## src/rtl/p2s_pkg.sv

```systemverilog
// p2s_pkg: shared definitions for the serial display shifter.
//   - FSM state encoding (IDLE/SHIFT/LATCH/DONE)
//   - default frame width and serial half-period, also used by the display mux
//   - cnt_w(): counter width helper that never returns zero
package p2s_pkg;

    typedef enum logic [1:0] {
        IDLE  = 2'd0,
        SHIFT = 2'd1,
        LATCH = 2'd2,
        DONE  = 2'd3
    } p2s_state_e;

    localparam int P2S_DATA_WIDTH = 64;
    localparam int P2S_DIV        = 2;

    // $clog2(1) is 0, which would give a zero-width counter when DIV=1.
    function automatic int cnt_w(input int n);
        return (n <= 1) ? 1 : $clog2(n);
    endfunction

endpackage

```

## src/rtl/p2s_shift_out_64_if.sv

```systemverilog
// p2s_shift_out_64_if: bus between the display-data mux side and the
// serial shifter, plus the serial pins to the display chain.
//   master: drives start/par_data, observes status and serial pins
//   slave : the shifter (accepts start/par_data, drives everything else)
interface p2s_shift_out_64_if #(parameter int DATA_WIDTH = p2s_pkg::P2S_DATA_WIDTH);
    logic                  start;
    logic [DATA_WIDTH-1:0] par_data;
    logic                  busy;
    logic                  done;
    logic                  s_clk;
    logic                  s_data;
    logic                  s_latch;
    logic                  s_clr_n;

    modport master (output start, par_data,
                    input  busy, done, s_clk, s_data, s_latch, s_clr_n);
    modport slave  (input  start, par_data,
                    output busy, done, s_clk, s_data, s_latch, s_clr_n);
endinterface

```

## src/rtl/p2s_half_tick.sv

```systemverilog
// p2s_half_tick: emits a one-cycle tick every DIV clk cycles while enabled.
//   clk, rst : clock, async active-high reset
//   en       : count while high (holds otherwise)
//   restart  : synchronous clear, takes priority over en
//   tick     : high in the last cycle of each DIV-cycle half period
module p2s_half_tick
    import p2s_pkg::*;
#(
    parameter int DIV = P2S_DIV
) (
    input  logic clk,
    input  logic rst,
    input  logic en,
    input  logic restart,
    output logic tick
);
    localparam int            CW   = cnt_w(DIV);
    localparam logic [CW-1:0] LAST = CW'(DIV - 1);

    logic [CW-1:0] cnt;

    assign tick = en && (cnt == LAST);

    always_ff @(posedge clk or posedge rst) begin
        if (rst)
            cnt <= '0;
        else if (restart)
            cnt <= '0;
        else if (en)
            cnt <= (cnt == LAST) ? '0 : cnt + CW'(1);
    end
endmodule

```

## src/rtl/p2s_shift_out_64.sv

```systemverilog
// p2s_shift_out_64: snapshots a DATA_WIDTH-bit word on start and shifts it
// MSB-first to a cascaded shift-register display chain, then strobes the
// storage latch and pulses done.
//   clk, rst        : clock, async active-high reset
//   bus.start       : accept request (taken in IDLE or DONE)
//   bus.par_data    : word from the display mux, sampled on the accepting edge
//   bus.busy        : high through SHIFT and LATCH
//   bus.done        : one-cycle pulse after the latch strobe
//   bus.s_clk/s_data: serial clock/data, one bit per 2*DIV clk cycles
//   bus.s_latch     : storage strobe, DIV cycles wide
//   bus.s_clr_n     : chain clear, low during reset
// Build option: define P2S_AUTO_REFRESH_EN to restart a new frame from DONE
// every time, re-sampling par_data, so the display tracks the mux live.
module p2s_shift_out_64
    import p2s_pkg::*;
#(
    parameter int DATA_WIDTH = P2S_DATA_WIDTH,
    parameter int DIV        = P2S_DIV
) (
    input logic                clk,
    input logic                rst,
    p2s_shift_out_64_if.slave  bus
);
    localparam int            BW       = cnt_w(DATA_WIDTH + 1);
    localparam logic [BW-1:0] LAST_BIT = BW'(DATA_WIDTH - 1);

    p2s_state_e            state, state_n;
    logic [DATA_WIDTH-1:0] shreg;
    logic [BW-1:0]         bitcnt;
    logic                  s_clk_q;
    logic                  clr_n_q;
    logic                  tick;
    logic                  load;
    logic                  bit_end;

    p2s_half_tick #(.DIV(DIV)) u_tick (
        .clk     (clk),
        .rst     (rst),
        .en      ((state == SHIFT) || (state == LATCH)),
        .restart (load),
        .tick    (tick)
    );

    // A bit ends on the tick that closes its high phase.
    assign bit_end = (state == SHIFT) && tick && s_clk_q;

    always_ff @(posedge clk or posedge rst) begin
        if (rst) state <= IDLE;
        else     state <= state_n;
    end

    always_comb begin
        state_n = state;
        load    = 1'b0;
        unique case (state)
            IDLE: begin
                if (bus.start) begin
                    load    = 1'b1;
                    state_n = SHIFT;
                end
            end
            SHIFT: begin
                if (bit_end && (bitcnt == LAST_BIT)) state_n = LATCH;
            end
            LATCH: begin
                if (tick) state_n = DONE;
            end
            DONE: begin
`ifdef P2S_AUTO_REFRESH_EN
                load    = 1'b1;
                state_n = SHIFT;
`else
                if (bus.start) begin
                    load    = 1'b1;
                    state_n = SHIFT;
                end else begin
                    state_n = IDLE;
                end
`endif
            end
            default: state_n = IDLE;
        endcase
    end

    // Data shifts on the same edge that drops s_clk, so s_data only ever
    // moves while s_clk is low.
    always_ff @(posedge clk or posedge rst) begin
        if (rst) begin
            shreg   <= '0;
            bitcnt  <= '0;
            s_clk_q <= 1'b0;
            clr_n_q <= 1'b0;
        end else begin
            clr_n_q <= 1'b1;
            if (load) begin
                shreg   <= bus.par_data;
                bitcnt  <= '0;
                s_clk_q <= 1'b0;
            end else if (state == SHIFT) begin
                if (tick) s_clk_q <= ~s_clk_q;
                if (bit_end) begin
                    shreg  <= {shreg[DATA_WIDTH-2:0], 1'b0};
                    bitcnt <= bitcnt + BW'(1);
                end
            end else begin
                s_clk_q <= 1'b0;
            end
        end
    end

    assign bus.busy    = (state == SHIFT) || (state == LATCH);
    assign bus.done    = (state == DONE);
    assign bus.s_clk   = s_clk_q;
    assign bus.s_data  = (state == SHIFT) && shreg[DATA_WIDTH-1];
    assign bus.s_latch = (state == LATCH);
    assign bus.s_clr_n = clr_n_q;
endmodule

```

## src/flat_wrapper.sv

```systemverilog
// flat-port wrapper written by rule: the top's interface ports become plain ports
module p2s_shift_out_64_flat import p2s_pkg::*;
#(
    parameter int DATA_WIDTH = P2S_DATA_WIDTH,
    parameter int DIV        = P2S_DIV
)
  (clk, rst, bus_start, bus_par_data, bus_busy, bus_done, bus_s_clk, bus_s_data, bus_s_latch, bus_s_clr_n);
  p2s_shift_out_64_if #(.DATA_WIDTH(DATA_WIDTH)) bus_i ();
  input logic clk;
  input logic rst;
  input wire logic [$bits(bus_i.start)-1:0] bus_start;
  input wire logic [$bits(bus_i.par_data)-1:0] bus_par_data;
  output wire logic [$bits(bus_i.busy)-1:0] bus_busy;
  output wire logic [$bits(bus_i.done)-1:0] bus_done;
  output wire logic [$bits(bus_i.s_clk)-1:0] bus_s_clk;
  output wire logic [$bits(bus_i.s_data)-1:0] bus_s_data;
  output wire logic [$bits(bus_i.s_latch)-1:0] bus_s_latch;
  output wire logic [$bits(bus_i.s_clr_n)-1:0] bus_s_clr_n;
  assign bus_i.start = bus_start;
  assign bus_i.par_data = bus_par_data;
  assign bus_busy = bus_i.busy;
  assign bus_done = bus_i.done;
  assign bus_s_clk = bus_i.s_clk;
  assign bus_s_data = bus_i.s_data;
  assign bus_s_latch = bus_i.s_latch;
  assign bus_s_clr_n = bus_i.s_clr_n;
  p2s_shift_out_64 #(.DATA_WIDTH(DATA_WIDTH), .DIV(DIV)) u_core (.clk(clk), .rst(rst), .bus(bus_i));
endmodule
```

## config.mk

```make
export PLATFORM = sky130hd
export DESIGN_NAME = p2s_shift_out_64_flat
export DESIGN_NICKNAME = d
export VERILOG_FILES = /design/src/rtl/p2s_pkg.sv /design/src/rtl/p2s_shift_out_64_if.sv /design/src/rtl/p2s_half_tick.sv /design/src/rtl/p2s_shift_out_64.sv /design/src/flat_wrapper.sv
export SDC_FILE = /design/constraint.sdc
export NUM_CORES = 1
export LEC_CHECK = 0
export CORE_ASPECT_RATIO = 0.5
export CORE_MARGIN = 10
export CORE_UTILIZATION = 51
export DETAILED_ROUTE_END_ITERATION = 8
export MAX_ROUTING_LAYER = met4
export PLACE_DENSITY = 0.8
export SKIP_CTS_REPAIR_TIMING = 1
export SYNTH_ARGS = -nofsm -noshare
export SYNTH_HDL_FRONTEND = slang
export SYNTH_SLANG_ARGS = --single-unit
```

## constraint.sdc

```tcl
create_clock -name clk -period 2.5 [get_ports clk]
set_input_delay 0.25 -clock clk [delete_from_list [all_inputs] [get_ports clk]]
set_output_delay 0.25 -clock clk [all_outputs]
set_load 0.02 [all_outputs]
```

==> out/metrics.csv, run 1 <==
stage,metric,value,unit
run_status,status,finished clean,
worst_setup_path,CP Max Fanout,9,
timing,skew final,5.49,ps
synth,Netlist cell types,34,
timing,Worst Tran Pin Value,724,ps
flow_run,max-cap viol count,0,
worst_setup_path,Buf/Inv on CP,3,
drt,Residual DRC,0,
synth,register bit total from synthesis,76,
worst_setup_path,worst setup path class,reg2out,
hold_path,Hold Path Class,in2async,
worst_setup_path,Critical Path Start Type,flip-flop,
synth,ys async rst share,1.00,
power,Power Dens Cells,1150,nW/µm²
synth,register area share after synthesis,0.555,
synth,Yosys warning count,0,
grt,global route overflow,0,
timing,hold slack,313,ps
floorplan,Top-Level Pins,73,
timing,Fin. Hold Viols,0,
floorplan,Initial Utilization,0.545,
timing,Max Slew Vio Count,0,
timing,final worst-path cycle share,0.890,
drt,DR WL/cell,15.6,µm
synth,Avg Inst Size Synth,9.28,µm²
worst_setup_path,sequence of cells on the critical path,inv_1 -> ha_1 -> buf_4 -> clkdlybuf4s50_1,
timing,unrepaired setup endpoints after global routing,no,
drt,initial drt markers,247,
synth,synthesized area,3420,µm²
final_layout,NumNets Final,506,
grt,largest net degree at the start of global routing,77,
timing,Peak Freq,449,MHz
final_layout,fraction of layout cells with a size suffix above 1,0.0662,
synth,"EDFF count, synth",0,
grt,first-pass GRT wire length,13600,µm
floorplan,Core Area,6280,µm²
power,worst vdd ir,0.491,mV
clocking,CTS clock-pin slew for the worst setup and hold paths,60,ps
worst_setup_path,CP peak stage delay,640,ps
synth,Synth area leaders,"dfrtp_1 (56%), nand2_1 (15%), a22oi_1 (9.4%), a31oi_1 (4.0%), nor2_1 (3.0%)",
grt,initial antenna violation count,0,
drt,drt first pass iters,5,
floorplan,row count,20,
timing,minimum clock period,2220,ps
place,RePlAce Congestion,0.817,
place,port bufs,72,
final_layout,Area Growth Syn to Fin,31.6,%
drt,routed vias,2847,
clocking,H-tree levels,3,
worst_setup_path,reg2reg start,u_core.state[0]$_DFFE_PP0P_,
timing,final setup TNS,0,ps
synth,cell count after synthesis,369,
clocking,Clock Latency Late Sink,330,ps
worst_setup_path,Worst R2R Setup Slack,360,ps
timing,Slew HR,0.517,
clocking,clk buf depth,2,
worst_setup_path,"Largest delay share family, worst path",buffers and inverters,
floorplan,Die Ht,77.9,µm
grt,total track usage,0.161,
power,Leak,0.00210,µW
timing,# setup viols final,0,
place,Detail Placement HPWL,5470,µm
grt,vias in the first global route,2856,
floorplan,die area,10600,µm²
synth,most instantiated library cell after synthesis,nand2_1,
worst_setup_path,worst path required time,2250,ps
clocking,Clock Sinks,76,
drt,post-route ant nets,0,
synth,largest area contributor in the netlist,dfrtp_1,
worst_setup_path,slowest CP cell,clkdlybuf4s50_1,
worst_setup_path,R2R Path End,u_core.state[0]$_DFFE_PP0P_,
worst_setup_path,crit end category,output port,
clocking,total CTS buffers,9,
floorplan,die span in x,136,µm
drt,final wirelength,8190,µm
synth,syn nets,442,
drt,Vias/cell,5.41,
synth,post-synth top area share,0.555,
worst_setup_path,Worst EP arrival,1970,ps
final_layout,# diodes,0,
synth,leading cell types by count after synthesis,"nand2_1 (134), dfrtp_1 (76), a22oi_1 (43), nor2_1 (27), a31oi_1 (22)",
synth,Main synth FF type,dfrtp_1,
clocking,TritonCTS clock tree,done,
worst_setup_path,Worst Reg-to-Reg Cells,7,
clocking,clk root buf,clkbuf_16,
## final cells by class
cell class,instances,area (µm²)
clock buffers,11,243
multi-input cells,262,1370
fillers,479,1770
clock inverters,5,36.3
well taps,88,110
inverters,5,18.8
repair buffers,79,823
flip-flops and latches,76,1900
## metrics by stage
| stage | utilization | std cells | total power (µW) | setup slack (ps) | area, µm² |
|---|---|---|---|---|---|
| 2_1_floorplan | - | 369 | 3400 | 312 | 3420 |
| 3_3_place_gp | 0.673 | 510 | 3870 | 482 | 4230 |
| 3_5_place_dp | 0.673 | 510 | 4000 | 395 | 4230 |
| 4_1_cts | 0.718 | 526 | 5230 | 276 | 4510 |
| 5_1_grt | 0.718 | 526 | 5590 | 210 | 4510 |
| 6_report | 0.718 | 526 | 5180 | 275 | 4510 |
## layer usage
| metal | track usage | routed length, µm | vias up |
|---|---|---|---|
| li1 | - | - | 1382 |
| met1 | 0.186 | 3670 | 1375 |
| met2 | 0.262 | 4010 | 78 |
| met3 | 0.0431 | 357 | 12 |
| met4 | 0.0655 | 150 | 0 |
| met5 | - | 0 | - |
## layout by cell type (no fill, tap or decap), types with 3 or more instances in the layout
cell type / synthesis / layout
clkbuf_16: 0 / 9
buf_4: 2 / 3
buf_12: 0 / 4
ha_1: 6 / 6
clkinvlp_4: 0 / 3
a22oi_1: 43 / 43
a31oi_1: 22 / 22
xor2_1: 4 / 4
dfrtp_1: 76 / 76
nor2_1: 27 / 27
nand2_1: 134 / 134
clkdlybuf4s50_1: 0 / 72
nand3_1: 4 / 4
inv_1: 5 / 4
## state kept, by name (all words and copies together), names as in the netlist
register / count
u_core.state: 2
u_core.bus.s_clr_n: 1
u_core.bitcnt: 7
u_core.u_tick.cnt: 1
u_core.bus.s_clk: 1
u_core.shreg: 64
## report_power, final
group          switching, µW  internal (µW)  total (µW)
logic                   1070            797        1870
clock network            494            700        1190
registers                329           1790        2120
total                   1900           3290        5180
## kinds of logic after synthesis
group,Yosys count,synth area share
buffers and inverters,31,0.0460
muxes,1,0.00329
and+or+nand+nor,175,0.203
adders and majority gates,6,0.0219
xor gates and xnor gates,5,0.0128
DFF,76,0.555
AOI/OAI and AO/OA,74,0.157
other,1,0.00110
## worst max-delay path by stage
stage / startpoint / to / slack, ps / depth (start not counted)
floorplan: rst / u_core.bitcnt[0]$_DFFE_PP0P_ / 310 / 1
global placement: u_core.state[1]$_DFFE_PP0P_ / u_core.shreg[24]$_DFFE_PP0P_ / 480 / 7
detailed placement: u_core.state[0]$_DFFE_PP0P_ / u_core.shreg[28]$_DFFE_PP0P_ / 400 / 7
CTS: u_core.state[1]$_DFFE_PP0P_ / bus_s_data / 280 / 4
global route: u_core.state[1]$_DFFE_PP0P_ / u_core.shreg[16]$_DFFE_PP0P_ / 210 / 7
finish: u_core.state[0]$_DFFE_PP0P_ / bus_busy / 280 / 4
## worst register-to-register path, delay by kind of cell (launching register included)
family                   cells  cell delay [ps]
AND/OR/NAND/NOR              1              130
AO/OA/AOI/OAI                3              920
adder cells (fa/ha/maj)      1              310
flip-flops                   1              400
buffers and inverters        2              300
Power figures use the tool's default switching activity.
==> run 2, diff against run 1 <==
Settings changed: SKIP_CTS_REPAIR_TIMING 1 to default.
==> results of run 2 <==
Same layout as run 1: the final DEF is identical, and so are final timing and power.
==> run 3, diff against run 2 <==
Settings changed: SLEW_MARGIN from default to 10.
==> results of run 3 <==
Same layout as run 1: the final DEF is identical, and so are final timing and power.
